## config.mk

```make
export PLATFORM = sky130hd
export DESIGN_NAME = rst_seq
export DESIGN_NICKNAME = d
export VERILOG_FILES = /design/src/rtl/rst_seq_pkg.sv /design/src/rtl/sync_ff.sv /design/src/rtl/rst_seq.sv
export SDC_FILE = /design/constraint.sdc
export NUM_CORES = 1
export LEC_CHECK = 0
export BUFFER_PORTS_ARGS = -buffer_cell sky130_fd_sc_hd__buf_2
export CORE_MARGIN = 2
export CORE_UTILIZATION = 59
export CTS_BUF_LIST = sky130_fd_sc_hd__clkbuf_4 sky130_fd_sc_hd__clkbuf_8
export CTS_CLUSTER_SIZE = 10
export DETAILED_ROUTE_END_ITERATION = 7
export PLACE_DENSITY = 0.9
export SLEW_MARGIN = 25
export SYNTH_ARGS = -nofsm -noshare
export SYNTH_HDL_FRONTEND = slang
export SYNTH_SLANG_ARGS = --single-unit
```

## constraint.sdc

```tcl
create_clock -name clk_i -period 1.9 [get_ports clk_i]
set_input_delay 0.19 -clock clk_i [delete_from_list [all_inputs] [get_ports clk_i]]
set_output_delay 0.19 -clock clk_i [all_outputs]
set_load 0.01 [all_outputs]
```

## src/rtl/rst_seq_pkg.sv

```systemverilog
// Shared definitions for the reset sequencer: FSM state encoding and debug width.
package rst_seq_pkg;

  localparam int unsigned STATE_W = 3;

  typedef enum logic [STATE_W-1:0] {
    IDLE    = 3'd0,
    FILTER  = 3'd1,
    HOLD    = 3'd2,
    RELEASE = 3'd3,
    RUN     = 3'd4
  } state_e;

endpackage

```

## src/rtl/sync_ff.sv

```systemverilog
// N-stage synchronizer with asynchronous active-low clear.
module sync_ff #(
  parameter int unsigned STAGES = 2
) (
  input  logic clk,
  input  logic clr_n,
  input  logic d,
  output logic q
);

  logic [STAGES-1:0] chain;

  always_ff @(posedge clk or negedge clr_n) begin
    if (!clr_n) chain <= '0;
    else        chain <= {chain[STAGES-2:0], d};
  end

  assign q = chain[STAGES-1];

endmodule

```

## src/rtl/rst_seq.sv

```systemverilog
// Reset sequencer: lock filtering, hold period and staggered per-domain reset release.
module rst_seq
  import rst_seq_pkg::*;
#(
  parameter int unsigned SYNC_STAGES = 2,
  parameter int unsigned LOCK_FILTER = 8,
  parameter int unsigned HOLD_CYCLES = 16,
  parameter int unsigned STAGGER     = 4,
  parameter int unsigned N_DOM       = 3
) (
  input  logic               clk_i,
  input  logic               rst_n_i,
  input  logic               lock_i,
  input  logic               sw_rst_i,
  output logic [N_DOM-1:0]   rst_n_o,
  output logic               ready_o,
  output logic [STATE_W-1:0] state_o
);

  localparam int unsigned HOLD_W = $clog2(HOLD_CYCLES + 1);
  localparam int unsigned STAG_W = $clog2(STAGGER + 1);
  localparam int unsigned DOM_W  = $clog2(N_DOM + 1);
  localparam int unsigned FILT_W = $clog2(LOCK_FILTER + 1);

  localparam logic [HOLD_W-1:0] HOLD_LAST = HOLD_W'(HOLD_CYCLES - 1);
  localparam logic [STAG_W-1:0] STAG_LAST = STAG_W'(STAGGER - 1);
  localparam logic [DOM_W-1:0]  DOM_END   = DOM_W'(N_DOM);
  localparam logic [FILT_W-1:0] FILT_LAST = FILT_W'(LOCK_FILTER);

  logic rst_int_n;
  logic lock_s;

  sync_ff #(.STAGES(SYNC_STAGES)) u_rst_sync (
    .clk   (clk_i),
    .clr_n (rst_n_i),
    .d     (1'b1),
    .q     (rst_int_n)
  );

  sync_ff #(.STAGES(SYNC_STAGES)) u_lock_sync (
    .clk   (clk_i),
    .clr_n (rst_int_n),
    .d     (lock_i),
    .q     (lock_s)
  );

  state_e             state, state_nxt;
  logic [HOLD_W-1:0]  hold_cnt, hold_nxt;
  logic [STAG_W-1:0]  stag_cnt, stag_nxt;
  logic [DOM_W-1:0]   dom_idx, idx_nxt;
  logic [FILT_W-1:0]  filt_cnt, filt_nxt;
  logic [N_DOM-1:0]   rst_q, rst_nxt;
  logic               ready_q, ready_nxt;

  always_ff @(posedge clk_i or negedge rst_int_n) begin
    if (!rst_int_n) begin
      state    <= IDLE;
      hold_cnt <= '0;
      stag_cnt <= '0;
      dom_idx  <= '0;
      filt_cnt <= '0;
      rst_q    <= '0;
      ready_q  <= 1'b0;
    end else begin
      state    <= state_nxt;
      hold_cnt <= hold_nxt;
      stag_cnt <= stag_nxt;
      dom_idx  <= idx_nxt;
      filt_cnt <= filt_nxt;
      rst_q    <= rst_nxt;
      ready_q  <= ready_nxt;
    end
  end

  always_comb begin
    state_nxt = state;
    hold_nxt  = hold_cnt;
    stag_nxt  = stag_cnt;
    idx_nxt   = dom_idx;
    filt_nxt  = filt_cnt;
    rst_nxt   = rst_q;
    ready_nxt = ready_q;

    case (state)
      IDLE: begin
        if (lock_s) begin
          state_nxt = FILTER;
          filt_nxt  = FILT_W'(1);
        end
      end
      FILTER: begin
        if (!lock_s) begin
          state_nxt = IDLE;
          filt_nxt  = '0;
        end else if (filt_cnt == FILT_LAST) begin
          state_nxt = HOLD;
          filt_nxt  = '0;
          hold_nxt  = '0;
        end else begin
          filt_nxt = filt_cnt + 1'b1;
        end
      end
      HOLD: begin
        if (hold_cnt == HOLD_LAST) begin
          state_nxt  = RELEASE;
          rst_nxt[0] = 1'b1;
          idx_nxt    = DOM_W'(1);
          stag_nxt   = '0;
          hold_nxt   = '0;
        end else begin
          hold_nxt = hold_cnt + 1'b1;
        end
      end
      RELEASE: begin
        if (dom_idx == DOM_END) begin
          state_nxt = RUN;
          ready_nxt = 1'b1;
        end else if (stag_cnt == STAG_LAST) begin
          // dom_idx is compared per bit so it is never used as an out-of-range index
          for (int unsigned k = 0; k < N_DOM; k++) begin
            if (DOM_W'(k) == dom_idx) rst_nxt[k] = 1'b1;
          end
          idx_nxt  = dom_idx + 1'b1;
          stag_nxt = '0;
        end else begin
          stag_nxt = stag_cnt + 1'b1;
        end
      end
      RUN: ;
      default: state_nxt = IDLE;
    endcase

    // Lock loss overrides a simultaneous software request.
    if ((state inside {HOLD, RELEASE, RUN}) && (!lock_s || sw_rst_i)) begin
      state_nxt = lock_s ? HOLD : IDLE;
      hold_nxt  = '0;
      stag_nxt  = '0;
      idx_nxt   = '0;
      filt_nxt  = '0;
      rst_nxt   = '0;
      ready_nxt = 1'b0;
    end
  end

  assign rst_n_o = rst_q;
  assign ready_o = ready_q;
  assign state_o = state;

endmodule
```

Yosys cells after proc, flatten, opt, wreduce, memory -nomap -nowiden
Index checks and enable logic that the tools add are counted.
- register bits: 25
- input bits: 4
- output and inout bits: 7
- word-level logic and storage cells: 99
- add/sub/neg operators: 4
- equal/unequal tests: 21
- multiplexer cells: 40
- reduce and logical (&&, ||, !) cells: 23
- operator list (cell ; count):
    3-bit two-way mux ; 13
    3-bit by 2-bit != test with 1-bit output (second input constant) ; 7
    5-bit two-way mux ; 4
    4-bit two-way mux ; 4
    3-bit one-hot mux with 5 select lines ; 1
    2-bit two-way mux ; 6
    4-bit AND reduction ; 3
    3-bit nonzero test ; 4
    5-bit one-hot mux with 2 select lines ; 1
    5-bit AND reduction ; 2
    2-bit nonzero test ; 5
    3-bit by 2-bit == test with 1-bit output (second input constant) ; 3
    4-bit one-hot mux with 2 select lines ; 1
    1-bit two-way mux ; 7
    3-bit one-hot mux with 2 select lines ; 1
    3-bit AND reduction ; 2
    5-bit by 1-bit adder with 5-bit output (second input constant) ; 1
    5-bit by 4-bit == test with 1-bit output (second input constant) ; 1
    4-bit by 1-bit adder with 4-bit output (second input constant) ; 1
    4-bit == test (second input constant) ; 1
    2-bit by 1-bit != test with 1-bit output (second input constant) ; 2
    4-bit != test (second input constant) ; 1
    2-bit one-hot mux with 2 select lines ; 1
    2-bit AND reduction ; 2
    14 further kinds ; 14

Depth between registers and ports, before layout
- depth after elaboration: 6
- mapped depth: 6
- gate-level depth less buffers: 6

Modules after synthesis
Synthesis repeated with hierarchy kept, for this count alone.
- cell total of the unflattened synthesis: 134
- area total of the unflattened synthesis: 1413.9 um^2
- modules (own cells, without submodules) (module ; instances ; cells each ; area an instance (um^2) ; sequential area each (um^2)):
    rst_seq ; 1 ; 130 ; 1313.8 ; 525.5
    sync_ff ; 2 ; 2 ; 50.0 ; 50.0

Worst setup path after synthesis
OpenSTA, ideal clock, no wires.
- kind: register to register
- start point: reg state[2] (netlist: state_o[2])
- end point: reg dom_idx[0]
- data arrival time: 1498 ps
- required time: 1775 ps
- path slack: 277 ps
- stages on the path, launching flop included: 5
- buffers on the path: 0
- period minus slack after synthesis: 1623 ps
- cell sequence: dfrtp_1 nand2b_1 or3_1 o31ai_2 mux2_4
- word-level cells in the longest chain between the ends: 5
- elaborated cells on any way between the ends: 12
- classes of those cells: 6 x eq/ne; 2 x mux; 4 x reduce/logical
- RTL lines (item ; RTL line ; RTL):
    start, declared ; rst_seq.sv:47 ; state_e state, state_nxt;
    start signal, assigned ; rst_seq.sv:65 ; state <= state_nxt;
    3-bit by 2-bit == test with 1-bit output / 3-bit == test (equally long branches) ; rst_seq.sv:84, rst_seq.sv:134 ;
    3-bit nonzero test ; rst_seq.sv:134 ; if ((state inside {HOLD, RELEASE, RUN}) && (!lock_s || sw_rst_i)) begin
    1-bit logical AND ; rst_seq.sv:134 ;
    3-bit by 2-bit != test with 1-bit output (no source line) / 3-bit nonzero test (equally long branches) ; - ;
    4-bit AND reduction (no source line) ; - ;
    end signal, assigned ; rst_seq.sv:68 ; dom_idx <= idx_nxt;
    end, declared ; rst_seq.sv:50 ; logic [DOM_W-1:0] dom_idx, idx_nxt;
Several ways; a longest one is shown, not always the timed one.
A chain may end at the register's enable or synchronous reset.

Worst setup path in the final report
- start point: reg u_lock_sync.chain[1]
- end point: reg stag_cnt[0]
- word-level cells in the longest chain between the ends: 5
- elaborated cells on any way between the ends: 8
- classes of those cells: 2 x eq/ne; 1 x mux; 5 x reduce/logical
- RTL lines (item ; RTL line ; RTL):
    start, declared ; sync_ff.sv:11 ; logic [STAGES-1:0] chain;
    start signal, assigned ; sync_ff.sv:15 ; else chain <= {chain[STAGES-2:0], d};
    1-bit logical NOT * ; rst_seq.sv:134 ;
    1-bit logical OR * ; rst_seq.sv:134 ;
    1-bit logical AND * ; rst_seq.sv:134 ;
    3-bit by 2-bit != test with 1-bit output (no source line) / 3-bit nonzero test (equally long branches) ; - ;
    3-bit AND reduction (no source line) ; - ;
    end signal, assigned ; rst_seq.sv:67 ; stag_cnt <= stag_nxt;
    end, declared ; rst_seq.sv:49 ; logic [STAG_W-1:0] stag_cnt, stag_nxt;
Every way passes the cells marked *; elsewhere a longest branch is shown, timed or not.

==> qor.csv <==
metric,value,unit
status,"complete, no violations",
max cap viols,0,
antenna violations before repair,0,
utilization after layout,70.98,%
"delay-heaviest family, CP",simple AND/OR/NAND/NOR gates,
Post-CTS Setup Bufs,0,
die width,53.28,um
# IOs,11,
CTS Buffer Depth,2,
most numerous cell in the Yosys netlist,dfrtp_1,
hold slack,0.1651,ns
post-DP HPWL,2178,um
cell taking the most area after synthesis,dfrtp_1,
unrepaired setup endpoints after global routing,no,
pin count of the biggest net entering global routing,24,
Rows,17,
dpl ws,0.1686,ns
worst path arrival time,2.00,ns
1st-pass router iterations,4,
clock transition at the registers of the reported paths,0.13,ns
largest cells by area after synthesis,"dfrtp_1 44%, ha_1 7.0%, nor4b_4 3.3%",
Most used DFF post-synth,dfrtp_1,
crit-path max FO,10,
cell area after synthesis,0.001433,sq mm
vias post-DR,1138,
Mapped Avg Cell Area,10.46,sq um
Critical Path Start Type,register,
worst path bufs/invs,0,
"Largest stage delay, worst path",0.44,ns
CTS Sinks,25,
hold_buf cts,2,
syn nets,149,
Max VDD drop,0.0005906,V
asr flop ratio synth,100.0,%
PwrDens,611.0,mW/mm^2
port bufs,10,
Worst-Skew Late Latency,0.32,ns
Area Growth Syn to Fin,11.70,%
full die area,0.002838,sq mm
root buf cell,clkbuf_4,
Total GRT Usage,24.65,%
Initial DRC Count,31,
Mapped Cells,137,
Core Region,0.002255,sq mm
CTS tree,done,
WS Path Type,register to register,
CTS resizes,0,
warnings from Yosys,0,
gpl congestion,0.8203,
Worst Clk Skew,0.003273,ns
crit path cell chain,nor2b_2 -> a21oi_2 -> nor3_2 -> mux2_2,
total grt overflow,0,
final non-filler cell total,185,
via/cell ratio,6.151,
Netlist cell types,50,
placed instance area,0.001553,sq mm
Avg WL per Cell,15.43,um
post-route setup TNS,0,ns
"slowest stage cell, crit path",nor2b_2,
Final period util,93.86,%
fmax,560.8,MHz
post-route minimum period,1.783,ns
"flops & latches, synth",25,
# diodes,0,
endpoints failing hold,0,
total power,977.7,uW
Leak,0.7385,nW
layout cells sized above 1,22.93,%
Die Span Y,53.28,um
"Worst Setup Slack, final",0.1167,ns
final antenna-violating net count,0,
Sequential Area,625.6,sq um
Yosys top cell area share,43.67,%
first-pass GRT wire length,4974,um
TritonCTS buffer count,3,
fin area,0.001600,sq mm
register area share after synthesis,43.67,%
CP required,2.12,ns
Remaining DRCs,0,
Multi-input gate area,744.5,sq um
filler instances,161,
vias in the first global route,1069,
Worst Hold Class,input port to asynchronous set/reset pin,
Layout Nets,170,
Setup crit end kind,register,
most instantiated cells after synthesis,"25 x dfrtp_1, 8 x ha_1, 8 x inv_1, 8 x nor2_1",
starting density of the core,63.54,%
DRT Wirelength,2854,um
Final Max Tran Viols,0,
H-tree levels,1,
endpoints failing setup,0,
"EDFF count, synth",0,
Inst Count DP,179,
==> kinds of logic after synthesis <==
group                      after synthesis  synth area share [%]
AOI/OAI and AO/OA                       35                 17.47
xor gates and xnor gates                 1                0.6115
adders and majority gates                8                 6.987
buffers and inverters                   13                 4.367
DFF                                     25                 43.67
muxes                                    4                 3.318
other                                    1                0.2618
and+or+nand+nor                         50                 23.32
==> worst paths after layout <==
check / startpoint / endpoint / slack (ns) / cells after the start
min in group clk_i: sw_rst_i / hold_cnt[0] / 0.25 / 4
min: rst_n_i / u_rst_sync.chain[1] / 0.17 / 2
max: u_lock_sync.chain[1] / stag_cnt[0] / 0.12 / 4
min reg2reg: u_rst_sync.chain[1] / u_lock_sync.chain[1] / 0.24 / 1
max in group asynchronous: u_rst_sync.chain[1] / state_o[1] / 1.44 / 1
max reg2reg: u_lock_sync.chain[1] / stag_cnt[0] / 0.12 / 4
==> area by class of cell <==
cell class,instances,share of cell area [%]
timing repair buffer,21,8.600
sequential,25,39.09
multi-input combinational,99,46.52
clock buffer,3,1.407
tap,28,2.189
clock inverter,1,0.3127
inverter,8,1.876
==> cell usage in the layout, fill, tap and decap left out, types with 2 or more instances in the layout <==
cell / netlist / routed
nand2b_1: 5 / 5
nand3b_1: 2 / 2
or3_1: 2 / 2
dlygate4sd3_1: 0 / 2
a21o_1: 2 / 2
buf_2: 2 / 10
o21ai_0: 7 / 7
nor3_1: 2 / 2
nor4b_4: 2 / 2
inv_1: 8 / 8
buf_4: 1 / 9
o21a_1: 2 / 2
dfrtp_1: 25 / 25
nand2_1: 7 / 7
a21oi_1: 4 / 4
nor3_2: 2 / 2
nor2_1: 8 / 8
nand3_1: 7 / 7
a21boi_0: 3 / 3
o211ai_1: 2 / 2
nor2b_1: 3 / 3
clkbuf_4: 0 / 3
a21oi_2: 2 / 2
o2bb2ai_1: 2 / 2
a22o_1: 2 / 2
ha_1: 8 / 8
mux2_2: 2 / 2
==> sequential cells by signal (all words and copies together) (netlist names) <==
signal	flops
dom_idx	2
filt_cnt	4
hold_cnt	5
ready_o	1
rst_n_o	3
stag_cnt	3
state_o	3
u_lock_sync.chain	2
u_rst_sync.chain	2
==> worst register-to-register path, stage by stage, from the launching register on <==
cell,delay [ns]
dfrtp_1,0.38
nor2b_2,0.44
a21oi_2,0.15
nor3_2,0.33
mux2_2,0.37
==> routing by layer <==
metal	vias to the layer above	share of wire (%)	track usage (%)
li1	541	-	-
met1	559	46	32.78
met3	6	2.9	3.390
met4	0	1.3	10.68
met5	-	0	0
met2	32	49	39.92
==> report_power, final <==
part | switching (mW) | total [mW] | internal (mW)
sequential | 0.0341 | 0.592 | 0.558
combinational | 0.0831 | 0.150 | 0.0671
clock | 0.157 | 0.236 | 0.0789
(Power assumes the default switching activity.)
